<file path="config.mk">
export PLATFORM = sky130hd
export DESIGN_NAME = apb_arbiter2_flat
export DESIGN_NICKNAME = d
export VERILOG_FILES = /design/src/rtl/apb_arb_pkg.sv /design/src/rtl/apb_arbiter2_if.sv /design/src/rtl/apb_arb_rr.sv /design/src/rtl/apb_arbiter2.sv /design/src/flat_wrapper.sv
export SDC_FILE = /design/constraint.sdc
export NUM_CORES = 1
export LEC_CHECK = 0
export CORE_MARGIN = 2
export CORE_UTILIZATION = 23
export DETAILED_ROUTE_END_ITERATION = 8
export SLEW_MARGIN = 20
export SYNTH_ARGS = -nofsm -noshare
export SYNTH_HDL_FRONTEND = slang
export SYNTH_SLANG_ARGS = --single-unit
</file>
<file path="constraint.sdc">
create_clock -name clock -period 2.9 [get_ports clock]
set_input_delay 0.58 -clock clock [delete_from_list [all_inputs] [get_ports clock]]
set_output_delay 0.58 -clock clock [all_outputs]
set_load 0.05 [all_outputs]
</file>
<file path="src/rtl/apb_arb_pkg.sv">
// Shared types for the two-master APB arbiter.
// Request bundle widths match the default APB address/data widths.
package apb_arb_pkg;

   localparam int NUM_MASTERS = 2;
   localparam int REQ_AW      = 32;
   localparam int REQ_DW      = 32;
   localparam int REQ_SW      = REQ_DW / 8;

   typedef enum logic [1:0] {
      IDLE,
      SETUP,
      ACCESS,
      RESP
   } arb_state_t;

   typedef struct packed {
      logic [REQ_AW-1:0] paddr;
      logic [2:0]        pprot;
      logic              pwrite;
      logic [REQ_DW-1:0] pwdata;
      logic [REQ_SW-1:0] pstrb;
   } apb_req_t;

endpackage

</file>
<file path="src/rtl/apb_arbiter2_if.sv">
// One APB link: request from master to slave, response back.
// Used for both upstream initiators and the downstream target.
interface apb_arbiter2_if #(
   parameter int ADDR_W = 32,
   parameter int DATA_W = 32
);

   logic [ADDR_W-1:0]   paddr;
   logic                psel;
   logic                penable;
   logic [2:0]          pprot;
   logic                pwrite;
   logic [DATA_W-1:0]   pwdata;
   logic [DATA_W/8-1:0] pstrb;
   logic                pready;
   logic [DATA_W-1:0]   prdata;
   logic                pslverr;

   modport master (
      output paddr, psel, penable, pprot,
      output pwrite, pwdata, pstrb,
      input  pready, prdata, pslverr
   );

   modport slave (
      input  paddr, psel, penable, pprot,
      input  pwrite, pwdata, pstrb,
      output pready, prdata, pslverr
   );

endinterface

</file>
<file path="src/rtl/apb_arb_rr.sv">
// Two-way round-robin pick: on a tie the master that was
// not granted last time wins.
module apb_arb_rr (
   input  logic req0,
   input  logic req1,
   input  logic last_grant,
   output logic gnt_valid,
   output logic gnt_idx
);

   always_comb begin
      gnt_valid = req0 | req1;
      gnt_idx   = 1'b0;
      unique case (1'b1)
         (req0 && req1):  gnt_idx = ~last_grant;
         (req1 && !req0): gnt_idx = 1'b1;
         default:         gnt_idx = 1'b0;
      endcase
   end

endmodule

</file>
<file path="src/rtl/apb_arbiter2.sv">
// Two-master to one-slave APB arbiter with registered replay,
// one-cycle pready pulse and per-transaction access timeout.
module apb_arbiter2
   import apb_arb_pkg::*;
#(
   parameter int ADDR_W  = 32,
   parameter int DATA_W  = 32,
   parameter int TIMEOUT = 1024,
   parameter int CNT_W   = 16
) (
   input  logic           clock,
   input  logic           reset_n,
   apb_arbiter2_if.slave  m0,
   apb_arbiter2_if.slave  m1,
   apb_arbiter2_if.master out
);

   localparam bit TO_EN = (TIMEOUT != 0);
   localparam logic [CNT_W-1:0] TO_LAST =
      TO_EN ? CNT_W'(TIMEOUT - 1) : '0;

   arb_state_t        state_q, state_d;
   apb_req_t          req_q, req_d, req0_w, req1_w;
   logic              gnt_q, gnt_d, last_q, last_d;
   logic [CNT_W-1:0]  cnt_q, cnt_d;
   logic              psel_q, psel_d, pen_q, pen_d;
   logic [1:0]        rdy_q, rdy_d, err_q, err_d;
   logic [DATA_W-1:0] rd0_q, rd0_d, rd1_q, rd1_d;
   logic              gnt_valid, gnt_idx;
   logic              fin, fin_err;
   logic [DATA_W-1:0] fin_data;
   logic              unused_penable;

   // penable from the initiators carries no information here
   assign unused_penable = m0.penable ^ m1.penable;

   always_comb begin
      req0_w.paddr  = REQ_AW'(m0.paddr);
      req0_w.pprot  = m0.pprot;
      req0_w.pwrite = m0.pwrite;
      req0_w.pwdata = REQ_DW'(m0.pwdata);
      req0_w.pstrb  = REQ_SW'(m0.pstrb);
      req1_w.paddr  = REQ_AW'(m1.paddr);
      req1_w.pprot  = m1.pprot;
      req1_w.pwrite = m1.pwrite;
      req1_w.pwdata = REQ_DW'(m1.pwdata);
      req1_w.pstrb  = REQ_SW'(m1.pstrb);
   end

   apb_arb_rr u_rr (
      .req0       (m0.psel),
      .req1       (m1.psel),
      .last_grant (last_q),
      .gnt_valid  (gnt_valid),
      .gnt_idx    (gnt_idx)
   );

   always_comb begin
      state_d  = state_q;
      req_d    = req_q;
      gnt_d    = gnt_q;
      last_d   = last_q;
      cnt_d    = cnt_q;
      psel_d   = psel_q;
      pen_d    = pen_q;
      rdy_d    = '0;
      err_d    = err_q;
      rd0_d    = rd0_q;
      rd1_d    = rd1_q;
      fin      = 1'b0;
      fin_err  = 1'b0;
      fin_data = '0;
      unique case (state_q)
         IDLE: begin
            if (gnt_valid) begin
               req_d   = gnt_idx ? req1_w : req0_w;
               gnt_d   = gnt_idx;
               last_d  = gnt_idx;
               psel_d  = 1'b1;
               state_d = SETUP;
            end
         end
         SETUP: begin
            pen_d   = 1'b1;
            cnt_d   = '0;
            state_d = ACCESS;
         end
         ACCESS: begin
            if (out.pready) begin
               fin      = 1'b1;
               fin_data = DATA_W'(out.prdata);
               fin_err  = out.pslverr;
            end else if (TO_EN && cnt_q == TO_LAST) begin
               fin     = 1'b1;
               fin_err = 1'b1;
            end else if (TO_EN) begin
               cnt_d = cnt_q + 1'b1;
            end
         end
         RESP: begin
            rd0_d   = '0;
            rd1_d   = '0;
            err_d   = '0;
            state_d = IDLE;
         end
         default: state_d = IDLE;
      endcase
      if (fin) begin
         psel_d        = 1'b0;
         pen_d         = 1'b0;
         state_d       = RESP;
         rdy_d[gnt_q]  = 1'b1;
         err_d[gnt_q]  = fin_err;
         if (gnt_q) rd1_d = fin_data;
         else       rd0_d = fin_data;
      end
   end

   always_ff @(posedge clock or negedge reset_n) begin
      if (!reset_n) begin
         state_q <= IDLE;
         req_q   <= '0;
         gnt_q   <= 1'b0;
         last_q  <= 1'b1;
         cnt_q   <= '0;
         psel_q  <= 1'b0;
         pen_q   <= 1'b0;
         rdy_q   <= '0;
         err_q   <= '0;
         rd0_q   <= '0;
         rd1_q   <= '0;
      end else begin
         state_q <= state_d;
         req_q   <= req_d;
         gnt_q   <= gnt_d;
         last_q  <= last_d;
         cnt_q   <= cnt_d;
         psel_q  <= psel_d;
         pen_q   <= pen_d;
         rdy_q   <= rdy_d;
         err_q   <= err_d;
         rd0_q   <= rd0_d;
         rd1_q   <= rd1_d;
      end
   end

   assign out.paddr   = ADDR_W'(req_q.paddr);
   assign out.pprot   = req_q.pprot;
   assign out.pwrite  = req_q.pwrite;
   assign out.pwdata  = DATA_W'(req_q.pwdata);
   assign out.pstrb   = (DATA_W/8)'(req_q.pstrb);
   assign out.psel    = psel_q;
   assign out.penable = pen_q;

   assign m0.pready  = rdy_q[0];
   assign m0.prdata  = rd0_q;
   assign m0.pslverr = err_q[0];
   assign m1.pready  = rdy_q[1];
   assign m1.prdata  = rd1_q;
   assign m1.pslverr = err_q[1];

endmodule

</file>
<file path="src/flat_wrapper.sv">
// flat-port wrapper written by rule: the top's interface ports become plain ports
module apb_arbiter2_flat import apb_arb_pkg::*;
#(
   parameter int ADDR_W  = 32,
   parameter int DATA_W  = 32,
   parameter int TIMEOUT = 1024,
   parameter int CNT_W   = 16
)
  (clock, reset_n, m0_paddr, m0_psel, m0_penable, m0_pprot, m0_pwrite, m0_pwdata, m0_pstrb, m0_pready, m0_prdata, m0_pslverr, m1_paddr, m1_psel, m1_penable, m1_pprot, m1_pwrite, m1_pwdata, m1_pstrb, m1_pready, m1_prdata, m1_pslverr, out_paddr, out_psel, out_penable, out_pprot, out_pwrite, out_pwdata, out_pstrb, out_pready, out_prdata, out_pslverr);
  apb_arbiter2_if #(.ADDR_W(ADDR_W), .DATA_W(DATA_W)) m0_i ();
  apb_arbiter2_if #(.ADDR_W(ADDR_W), .DATA_W(DATA_W)) m1_i ();
  apb_arbiter2_if #(.ADDR_W(ADDR_W), .DATA_W(DATA_W)) out_i ();
  input  logic clock;
  input  logic reset_n;
  input wire logic [$bits(m0_i.paddr)-1:0] m0_paddr;
  input wire logic [$bits(m0_i.psel)-1:0] m0_psel;
  input wire logic [$bits(m0_i.penable)-1:0] m0_penable;
  input wire logic [$bits(m0_i.pprot)-1:0] m0_pprot;
  input wire logic [$bits(m0_i.pwrite)-1:0] m0_pwrite;
  input wire logic [$bits(m0_i.pwdata)-1:0] m0_pwdata;
  input wire logic [$bits(m0_i.pstrb)-1:0] m0_pstrb;
  output wire logic [$bits(m0_i.pready)-1:0] m0_pready;
  output wire logic [$bits(m0_i.prdata)-1:0] m0_prdata;
  output wire logic [$bits(m0_i.pslverr)-1:0] m0_pslverr;
  input wire logic [$bits(m1_i.paddr)-1:0] m1_paddr;
  input wire logic [$bits(m1_i.psel)-1:0] m1_psel;
  input wire logic [$bits(m1_i.penable)-1:0] m1_penable;
  input wire logic [$bits(m1_i.pprot)-1:0] m1_pprot;
  input wire logic [$bits(m1_i.pwrite)-1:0] m1_pwrite;
  input wire logic [$bits(m1_i.pwdata)-1:0] m1_pwdata;
  input wire logic [$bits(m1_i.pstrb)-1:0] m1_pstrb;
  output wire logic [$bits(m1_i.pready)-1:0] m1_pready;
  output wire logic [$bits(m1_i.prdata)-1:0] m1_prdata;
  output wire logic [$bits(m1_i.pslverr)-1:0] m1_pslverr;
  output wire logic [$bits(out_i.paddr)-1:0] out_paddr;
  output wire logic [$bits(out_i.psel)-1:0] out_psel;
  output wire logic [$bits(out_i.penable)-1:0] out_penable;
  output wire logic [$bits(out_i.pprot)-1:0] out_pprot;
  output wire logic [$bits(out_i.pwrite)-1:0] out_pwrite;
  output wire logic [$bits(out_i.pwdata)-1:0] out_pwdata;
  output wire logic [$bits(out_i.pstrb)-1:0] out_pstrb;
  input wire logic [$bits(out_i.pready)-1:0] out_pready;
  input wire logic [$bits(out_i.prdata)-1:0] out_prdata;
  input wire logic [$bits(out_i.pslverr)-1:0] out_pslverr;
  assign m0_i.paddr = m0_paddr;
  assign m0_i.psel = m0_psel;
  assign m0_i.penable = m0_penable;
  assign m0_i.pprot = m0_pprot;
  assign m0_i.pwrite = m0_pwrite;
  assign m0_i.pwdata = m0_pwdata;
  assign m0_i.pstrb = m0_pstrb;
  assign m0_pready = m0_i.pready;
  assign m0_prdata = m0_i.prdata;
  assign m0_pslverr = m0_i.pslverr;
  assign m1_i.paddr = m1_paddr;
  assign m1_i.psel = m1_psel;
  assign m1_i.penable = m1_penable;
  assign m1_i.pprot = m1_pprot;
  assign m1_i.pwrite = m1_pwrite;
  assign m1_i.pwdata = m1_pwdata;
  assign m1_i.pstrb = m1_pstrb;
  assign m1_pready = m1_i.pready;
  assign m1_prdata = m1_i.prdata;
  assign m1_pslverr = m1_i.pslverr;
  assign out_paddr = out_i.paddr;
  assign out_psel = out_i.psel;
  assign out_penable = out_i.penable;
  assign out_pprot = out_i.pprot;
  assign out_pwrite = out_i.pwrite;
  assign out_pwdata = out_i.pwdata;
  assign out_pstrb = out_i.pstrb;
  assign out_i.pready = out_pready;
  assign out_i.prdata = out_prdata;
  assign out_i.pslverr = out_pslverr;
  apb_arbiter2 #(.ADDR_W(ADDR_W), .DATA_W(DATA_W), .TIMEOUT(TIMEOUT), .CNT_W(CNT_W)) u_core (.clock(clock), .reset_n(reset_n), .m0(m0_i), .m1(m1_i), .out(out_i));
endmodule
</file>
==> After elaboration in Yosys (flattened, before gate mapping) <==
Cells that the tools add are included.
{ "word_totals": {"reg_bits": 162, "in_bits": 184, "output_inout_bits": 142, "wordCells": 73} }
{ "classes": {"add_sub_neg": 1, "order_cmp": 2, "eq_ne": 7, "n_mux": 32, "bitwise": 2, "reduce_logical": 14} }
{ "op_table": {"columns": ["op", "n"], "rows": [
  ["32-bit two-way mux", 8],
  ["72-bit two-way mux", 1],
  ["16-bit two-way mux", 2],
  ["16-bit case mux with 2 select lines", 1],
  ["16-bit by 1-bit adder with 16-bit output (second input constant)", 1],
  ["16-bit by 10-bit == test with 1-bit output (second input constant)", 1],
  ["1-bit two-way mux", 11],
  ["2-bit two-way mux", 5],
  ["2-bit nonzero test", 4],
  ["2-bit case mux with 3 select lines", 1],
  ["2-bit AND reduction", 3],
  ["2-bit == test (second input constant)", 2],
  ["2-bit inequality test (second input constant)", 2],
  ["4-bit nonzero test", 1],
  ["1-bit logical AND", 3],
  ["3-bit by 1-bit inequality test with 1-bit output (second input constant)", 1],
  ["3-bit AND reduction", 1],
  ["2-bit bitwise mux", 1],
  ["2-bit by 1-bit == test with 1-bit output (second input constant)", 1],
  ["2-bit zero test", 1],
  ["1-bit by 2-bit less-than comparator with 1-bit output (second input constant)", 1],
  ["1-bit case mux with 2 select lines", 1],
  ["1-bit demux with 1-bit select", 1],
  ["1-bit greater-or-equal comparator (second input constant)", 1],
  ["3 further kinds", 3]
]} }

==> Logic depth before layout (Yosys ltp) <==
Gate-level depths: netlist of the first run.
{ "depth": {"ltp_word": 6, "ltp_mapped": 8, "ltp_nobuf": 6} }

==> Cells and area by module <==
Synthesis of the first run repeated with hierarchy kept, for this count alone.
{ "unflattened": {"cells_unflattened": 722, "area_unflattened_um2": 7556.0} }
{ "modules_own_cells": {"columns": ["mod", "n_inst", "cells_per_inst", "area_each_um2", "seq_area_each_um2"], "rows": [
  ["apb_arbiter2", 1, 720, 7542.2, 4055.1],
  ["apb_arb_rr", 1, 2, 13.8, 0.0]
]} }

==> Worst setup path after synthesis of the first run <==
Ideal clock, no wire load.
{ "synth_timing": {"kind": "reg2reg", "startpoint": "reg u_core.state_q[0]", "endpoint": "reg u_core.rd0_q[10], in the netlist u_core.m0.prdata[10]", "setup_ns": 0.121, "arrival_time_ns": 1.907, "t_required_ns": 2.779, "slack_ns": 0.872, "path_stages_with_launch": 9, "synth_period_minus_slack_ns": 2.028, "cell_sequence": "dfrtp_1 -> inv_1 -> ha_1 -> clkbuf_1 -> nand4bb_1 -> nor4_4 -> o31ai_4 -> buf_6 -> a22o_1"} }
{ "synth_between": {"elab_chain_len": 4} }
{ "synth_lines": {"columns": ["element", "line_no", "source"], "rows": [
  ["start: declaration", "apb_arbiter2.sv:22", "arb_state_t state_q, state_d;"],
  ["start signal: assignment", "apb_arbiter2.sv:133", "state_q <= state_d;"],
  ["2-bit == test", "apb_arbiter2.sv:73", "unique case (state_q)"],
  ["32-bit two-way mux", "apb_arbiter2.sv:73", null],
  ["32-bit two-way mux", "apb_arbiter2.sv:114", "if (gnt_q) rd1_d = fin_data;"],
  ["32-bit two-way mux *", "apb_arbiter2.sv:108", "if (fin) begin"],
  ["net u_core.rd0_d[10]", "apb_arbiter2.sv:28", "logic [DATA_W-1:0] rd0_q, rd0_d, rd1_q, rd1_d;"],
  ["end signal: assignment", "apb_arbiter2.sv:142", "rd0_q <= rd0_d;"],
  ["end: declaration", "apb_arbiter2.sv:28", null]
]} }
Mark *: on every way through the listed nets, which the timed path passes. The rest lies on a longest branch.
A chain may end at the register's enable or synchronous reset.

==> Worst setup path in the final report of the first run <==
{ "layout_timing": {"startpoint": "reg u_core.state_q[0]", "endpoint": "reg u_core.cnt_q[9]"} }
{ "layout_between": {"elab_chain_len": 3} }
{ "layout_lines": {"columns": ["element", "line_no", "source"], "rows": [
  ["2-bit == test or 2-bit by 1-bit == test with 1-bit output (tied branches)", "apb_arbiter2.sv:73", null],
  ["2-bit inequality test (no line) or 2-bit nonzero test (tied branches)", null, null],
  ["3-bit AND reduction (no line)", null, null],
  ["end signal: assignment", "apb_arbiter2.sv:137", "cnt_q <= cnt_d;"],
  ["end: declaration", "apb_arbiter2.sv:25", "logic [CNT_W-1:0] cnt_q, cnt_d;"]
]} }
Several ways; a longest one is shown, not always the timed one.

==> flow_summary.toml, run 1 <==
[timing]
maxSlewHeadroom_pct = 56.6
finalCriticalPeriod_ps = 2530
fin_setup_tns_ps = 0
report.final.hold_viol_count = 0
rsz0062_at_grt = "no"
finalMaxSlewViolations = 0
fin_skew_ps = 12.4
tightest_slew_ps = 649
finalSetupViolations = 0
fmax_mhz = 395
min_period_over_period_pct = 87.4

[critical_path]
cp-end-kind = "flop"
worstSetupStartpointType = "flop"
crit_slowest_cell = "or4_1"
cp_max_fo = 16
path_buf_inv = 1
cp_top_family = "simple AND/OR/NAND/NOR gates"
cp_data_required_time_ps = 3250
arrival_ps = 2880
slowest_delay_ps = 700
worstSetupPathType = "reg -> reg"
crit_chain = "inv_1 -> ha_1 -> nand4bb_1 -> or4_1 -> o21ai_1 -> a221o_1"

[layout]
multi_input_area_um2 = 2840
finish.instance_area_um2 = 11500
fin_nets = 1133
drive_gt1_share_pct = 7.63
n_antenna_cell = 0
final-seq-area_um2 = 4060
fillCellCount = 3038
syn_to_final_growth_pct = 62.2
postLayoutCoreUtil_pct = 37.8

[cts]
clock_sinks = 162
cts_made_buffers = 17
cts_setup_buffers = 0
clk_pin_slew_ps = 70
clock_tree.root_cell = "clkbuf_16"
clk_path_buf_depth = 2
cts_hold_buf = 0
clock_latency_ps = 420
cts_tree = "done"
ctsResizeCount = 0
h-tree-depth = 4

[grt]
grt_use_total_pct = 13.1
grt_pass1_vias = 6003
grt.overflow.total = 0
grt_max_degree = 54
grt_first_pass_wirelength_um = 33900
antenna_found_initial = 0

[synth]
synthDistinctLibCells = 55
yosys_warnings = 0
synthesis.nets = 813
synth-seq-cells = 162
synth-seq-area-share_pct = 57.1
syn_area_um2 = 7100
syn_area_per_cell_um2 = 11.4
synth_area_leaders = "dfrtp_1 (57%), mux2i_1 (11%), a22o_1 (7.8%)"
synthCells = 624
synth_top_area_share_pct = 56.7
async_reset_ff_share_pct = 100
synth_ff_type = "dfrtp_1"
synth_top_area_cell = "dfrtp_1"
synth_edf_count = 0

[placement]
port_buffers = 323
dpl.hpwl_um = 15600
gp_congestion = 0.748
post_dp_cell_area_um2 = 10900

[route]
dr.pass1.iters = 4
ant_nets = 0
drt-total-wl_um = 21300
post_drt_wl_per_cell_um = 15.7
drc_errors = 0
vias = 5979
dr.first_iter.drc_count = 293
via_per_inst = 4.42

[floorplanning]
die_h_um = 180
start_util_pct = 23.3
row_count = 64
io_pins = 326
coreArea_um2 = 30500
dieArea_um2 = 32300
dieWidth_um = 180

[pwr]
vdd_ir_drop_max_mv = 0.422
leakage_nw = 4.98
p_total_w = 0.0139
p_per_area_nw_per_um2 = 1210

[outcome]
run_status = "finished, final reports clean"

[worst_hold_path]
hold_class = "in -> async"

[job]
drv_cap = 0
==> cells by family (layout without fill, tap and decap cells) <==
kind of cell             count (synthesis)  count (layout)  share of synthesized area, %
AO/OA/AOI/OAI                          180             180                          17.7
adder cells (fa/ha/maj)                  5               5                         0.881
buffers and inverters                   49             382                          3.31
AND/OR/NAND/NOR                        152             152                          10.3
multiplexers                            76              76                          10.7
flip-flops                             162             162                          57.1
==> where the power goes <==
group          switching (W)  internal [W]
Sequential          0.000564       0.00323
Clock                0.00102       0.00135
Combinational        0.00504       0.00273
Total                0.00662       0.00731
==> cell type report <==
type                       instances  share of cell area, %
sequential                       162                   35.2
timing repair buffer             345                   30.4
multi-input combinational        413                   24.6
tap                              396                   4.30
clock buffer                      19                   3.93
clock inverter                    13                   1.41
inverter                           5                  0.163
==> synth_stat cells, types with 3 or more instances <==
cell type and instances:
a22o_1 63, nand3_1 5, mux2i_1 76, buf_1 4, nand2b_1 8, a31oi_1 6, nand4_1 4, buf_6 6
o21ai_0 81, o31ai_1 3, nand2_1 97, clkbuf_1 29, inv_1 5, nor2_1 8, ha_1 5, buf_2 5
dfrtp_1 161, nor3_1 6, a21oi_1 4
==> flip-flops by register name, summed over array words and instances, names as in the netlist, 3 cells and up <==
name               flops
u_core.m0.prdata      32
u_core.m1.prdata      32
u_core.out.paddr      32
u_core.out.pwdata     32
u_core.cnt_q          16
u_core.out.pstrb       4
u_core.out.pprot       3
==> per-layer routing <==
metal | vias to the layer above | track usage (%) | routed length, um | part of all wire [%]
met5 | - | 0 | 0 | 0
met2 | 243 | 21.0 | 9680 | 45
met3 | 15 | 5.04 | 1780 | 8.4
li1 | 2894 | - | - | -
met4 | 0 | 3.61 | 340 | 1.6
met1 | 2827 | 16.6 | 9480 | 45
==> layout by cell type, fill, tap and decap left out, types with 6 or more instances in the layout <==
cell type	synthesis	layout
a22o_1	63	63
a31oi_1	6	6
buf_12	0	8
buf_4	0	14
clkbuf_16	0	17
clkdlybuf4s50_1	0	322
dfrtp_1	161	161
mux2i_1	76	76
nand2_1	97	97
nand2b_1	8	8
nor2_1	8	7
nor3_1	6	6
o21ai_0	81	80
==> worst register-to-register path: cells and delay by family (launching register included) <==
kind | cells | cell delay, ps
AND/OR/NAND/NOR | 2 | 850
adder cells (fa/ha/maj) | 1 | 510
AO/OA/AOI/OAI | 2 | 580
buffers and inverters | 1 | 110
flip-flops | 1 | 420
==> path summary, 6_finish.rpt <==
| kind | startpoint | endpoint | slack (ps) | cells after the start |
|---|---|---|---|---|
| max in group asynchronous | reset_n | u_core.out.paddr[7] | 2030 | 2 |
| max | u_core.state_q[0] | u_core.cnt_q[9] | 370 | 6 |
| min | reset_n | u_core.m0.prdata[3] | 80 | 1 |
| min reg2reg | u_core.out.pwdata[2] | u_core.out.pwdata[2] | 480 | 2 |
| min in group clock | u_core.out.pwdata[2] | u_core.out.pwdata[2] | 480 | 2 |
| max reg2reg | u_core.state_q[0] | u_core.cnt_q[9] | 370 | 6 |
==> stage by stage <==
step,instances,hold WS [ps],setup slack (ps)
after global routing,1353,111,219
final,1353,84.9,366
after global placement,1321,460,465
after floorplan,624,284,872
after CTS,1353,109,399
after detailed placement,1321,469,414
No activity file was read; power rests on OpenSTA's default activity.
==> run 2, diff against run 1 <==
--- a/config.mk
+++ b/config.mk
@@ -7,6 +7,7 @@
 export LEC_CHECK = 0
 export CORE_MARGIN = 2
 export CORE_UTILIZATION = 23
+export CTS_CLUSTER_DIAMETER = 40
 export DETAILED_ROUTE_END_ITERATION = 8
 export SLEW_MARGIN = 20
 export SYNTH_ARGS = -nofsm -noshare
==> constraint.sdc (replaced) <==
create_clock -name clock -period 2.9 [get_ports clock]
set_input_delay 0.435 -clock clock [delete_from_list [all_inputs] [get_ports clock]]
set_output_delay 0.435 -clock clock [all_outputs]
set_load 0.05 [all_outputs]
==> run 2 against run 1 <==
- clock skew shrank 0.99 ps
- critical endpoint is now u_core.cnt_q[11]
- wire length shrank 0.12%
- combinational power shrank 0.9%
- fmax grew 8.5%
- critical path type unchanged
- setup slack gained 200 ps
==> flow_summary.toml, run 2 (synthesis results as in run 1) <==
[outcome]
run_status = "finished, final reports clean"

[timing]
maxSlewHeadroom_pct = 52.0
fin_hold_ws_ps = 35.9
finalSetupViolations = 0
fmax_mhz = 428
min_period_over_period_pct = 80.5
rsz0062_at_grt = "no"
report.final.hold_viol_count = 0
fin_setup_tns_ps = 0
finalCriticalPeriod_ps = 2340
tightest_slew_ps = 714
finalMaxSlewViolations = 0
fin_skew_ps = 11.4

[pwr]
pwr-share-clk_pct = 16.6
p_total_w = 0.0138
combPwrFrac_pct = 55.9
swShare_pct = 48.6
p_per_area_nw_per_um2 = 1200
power.switching_w = 0.00669
leakage_nw = 4.93
power.internal_w = 0.00707
p_seq_share_pct = 27.5
vdd_ir_drop_max_mv = 0.410

[cts]
h-tree-depth = 4
cts_tree = "done"
clock_sinks = 162
cts_hold_buf = 0
ctsResizeCount = 0
clk_path_buf_depth = 2
cts_setup_buffers = 0
clock_latency_ps = 420
clk_pin_slew_ps = 70
clock_tree.root_cell = "clkbuf_16"
cts_made_buffers = 17

[layout]
fillCellCount = 3013
drive_gt1_share_pct = 7.14
layout_commonest_cell = "clkdlybuf4s50_1"
n_antenna_cell = 0
syn_to_final_growth_pct = 61.4
fin_nets = 1128
mostFrequentLayoutCells = "clkdlybuf4s50_1 (322), dfrtp_1 (161), nand2_1 (97), o21ai_0 (80), mux2i_1 (76)"
finish.instance_area_um2 = 11500
final-seq-area_um2 = 4060
multi_input_area_um2 = 2840

[worst_hold_path]
hold_class = "in -> async"

[grt]
antenna_found_initial = 0
grt_use_total_pct = 12.8
grt_first_pass_wirelength_um = 33000
grt.overflow.total = 0
grt_max_degree = 71
grt_pass1_vias = 5770

[floorplanning]
dieWidth_um = 180
io_pins = 326
row_count = 64
dieArea_um2 = 32300
die_h_um = 180
start_util_pct = 23.3
coreArea_um2 = 30500

[route]
vias = 5887
post_drt_wl_per_cell_um = 15.8
dr.first_iter.drc_count = 235
ant_nets = 0
dr.pass1.iters = 4
drt-total-wl_um = 21300
via_per_inst = 4.37
drc_errors = 0

[critical_path]
cp-end-kind = "flop"
worstSetupStartpointType = "flop"
path_buf_inv = 2
cp_data_required_time_ps = 3240
arrival_ps = 2670
cp_top_family = "simple AND/OR/NAND/NOR gates"
slowest_delay_ps = 410
crit_slowest_cell = "dfrtp_1"
worstSetupPathType = "reg -> reg"
cp_max_fo = 20
crit_chain = "inv_1 -> ha_1 -> buf_4 -> nand2b_1 -> a21o_1 -> or3_2 -> a21boi_0"

[placement]
port_buffers = 323
dpl.hpwl_um = 15400
post_dp_cell_area_um2 = 10900
gp_congestion = 0.759

[job]
drv_cap = 0
run 2: changes by cell type in the layout (fill, tap and decap cells not counted), moves of 2 or more:
cell        before  now
inv_6            5    1
clkinv_8         0    5
bufinv_16        2    0
buf_4           14   10
clkinvlp_4       0    3
run 2: layout make-up:
type / count / share of cell area, %
repair buffers: 340 / 30.1
inverters: 5 / 0.164
clock buffers: 18 / 3.83
flip-flops and latches: 162 / 35.4
clock inverters: 14 / 1.47
multi-input cells: 413 / 24.7
well taps: 396 / 4.32
run 2: worst paths after layout:
path | cells after the start | to | start | slack, ps
max | 7 | u_core.cnt_q[11] | u_core.state_q[0] | 560
min reg2reg | 2 | u_core.out.pwdata[21] | u_core.out.pwdata[21] | 480
max in group asynchronous | 2 | u_core.last_q | reset_n | 2110
min | 1 | u_core.m0.prdata[0] | reset_n | 40
max reg2reg | 7 | u_core.cnt_q[11] | u_core.state_q[0] | 560
min in group clock | 2 | u_core.out.pwdata[21] | u_core.out.pwdata[21] | 480
run 2: power groups by stage:
stage	combinational [W]	sequential, W	clock, W
after global routing	0.00810	0.00391	0.00249
after CTS	0.00778	0.00379	0.00238
after floorplan	0.00185	0.00691	0
after detailed placement	0.00776	0.00381	0
after global placement	0.00774	0.00379	0
final	0.00770	0.00378	0.00228
run 2: worst reg2reg max path, cell delays in order (launching register included):
cell and delay [ps]:
dfrtp_1 410, inv_1 90, ha_1 330, buf_4 260, nand2b_1 310, a21o_1 270
or3_2 410, a21boi_0 180
run 2: metal layers:
metal | up-vias | GRT usage (%) | share of wire (%)
li1 | 2886 | - | -
met1 | 2754 | 16.5 | 46
met2 | 229 | 20.6 | 46
met3 | 18 | 4.19 | 7.0
met4 | 0 | 3.77 | 1.4
met5 | - | 0 | 0
run 2: through the flow:
stage / cells / setup slack (ps) / util (%)
after CTS: 1348 / 565 / 37.6
after global placement: 1316 / 511 / 35.6
after floorplan: 624 / 872 / -
final: 1348 / 565 / 37.6
after global routing: 1348 / 414 / 37.6
after detailed placement: 1316 / 475 / 35.6
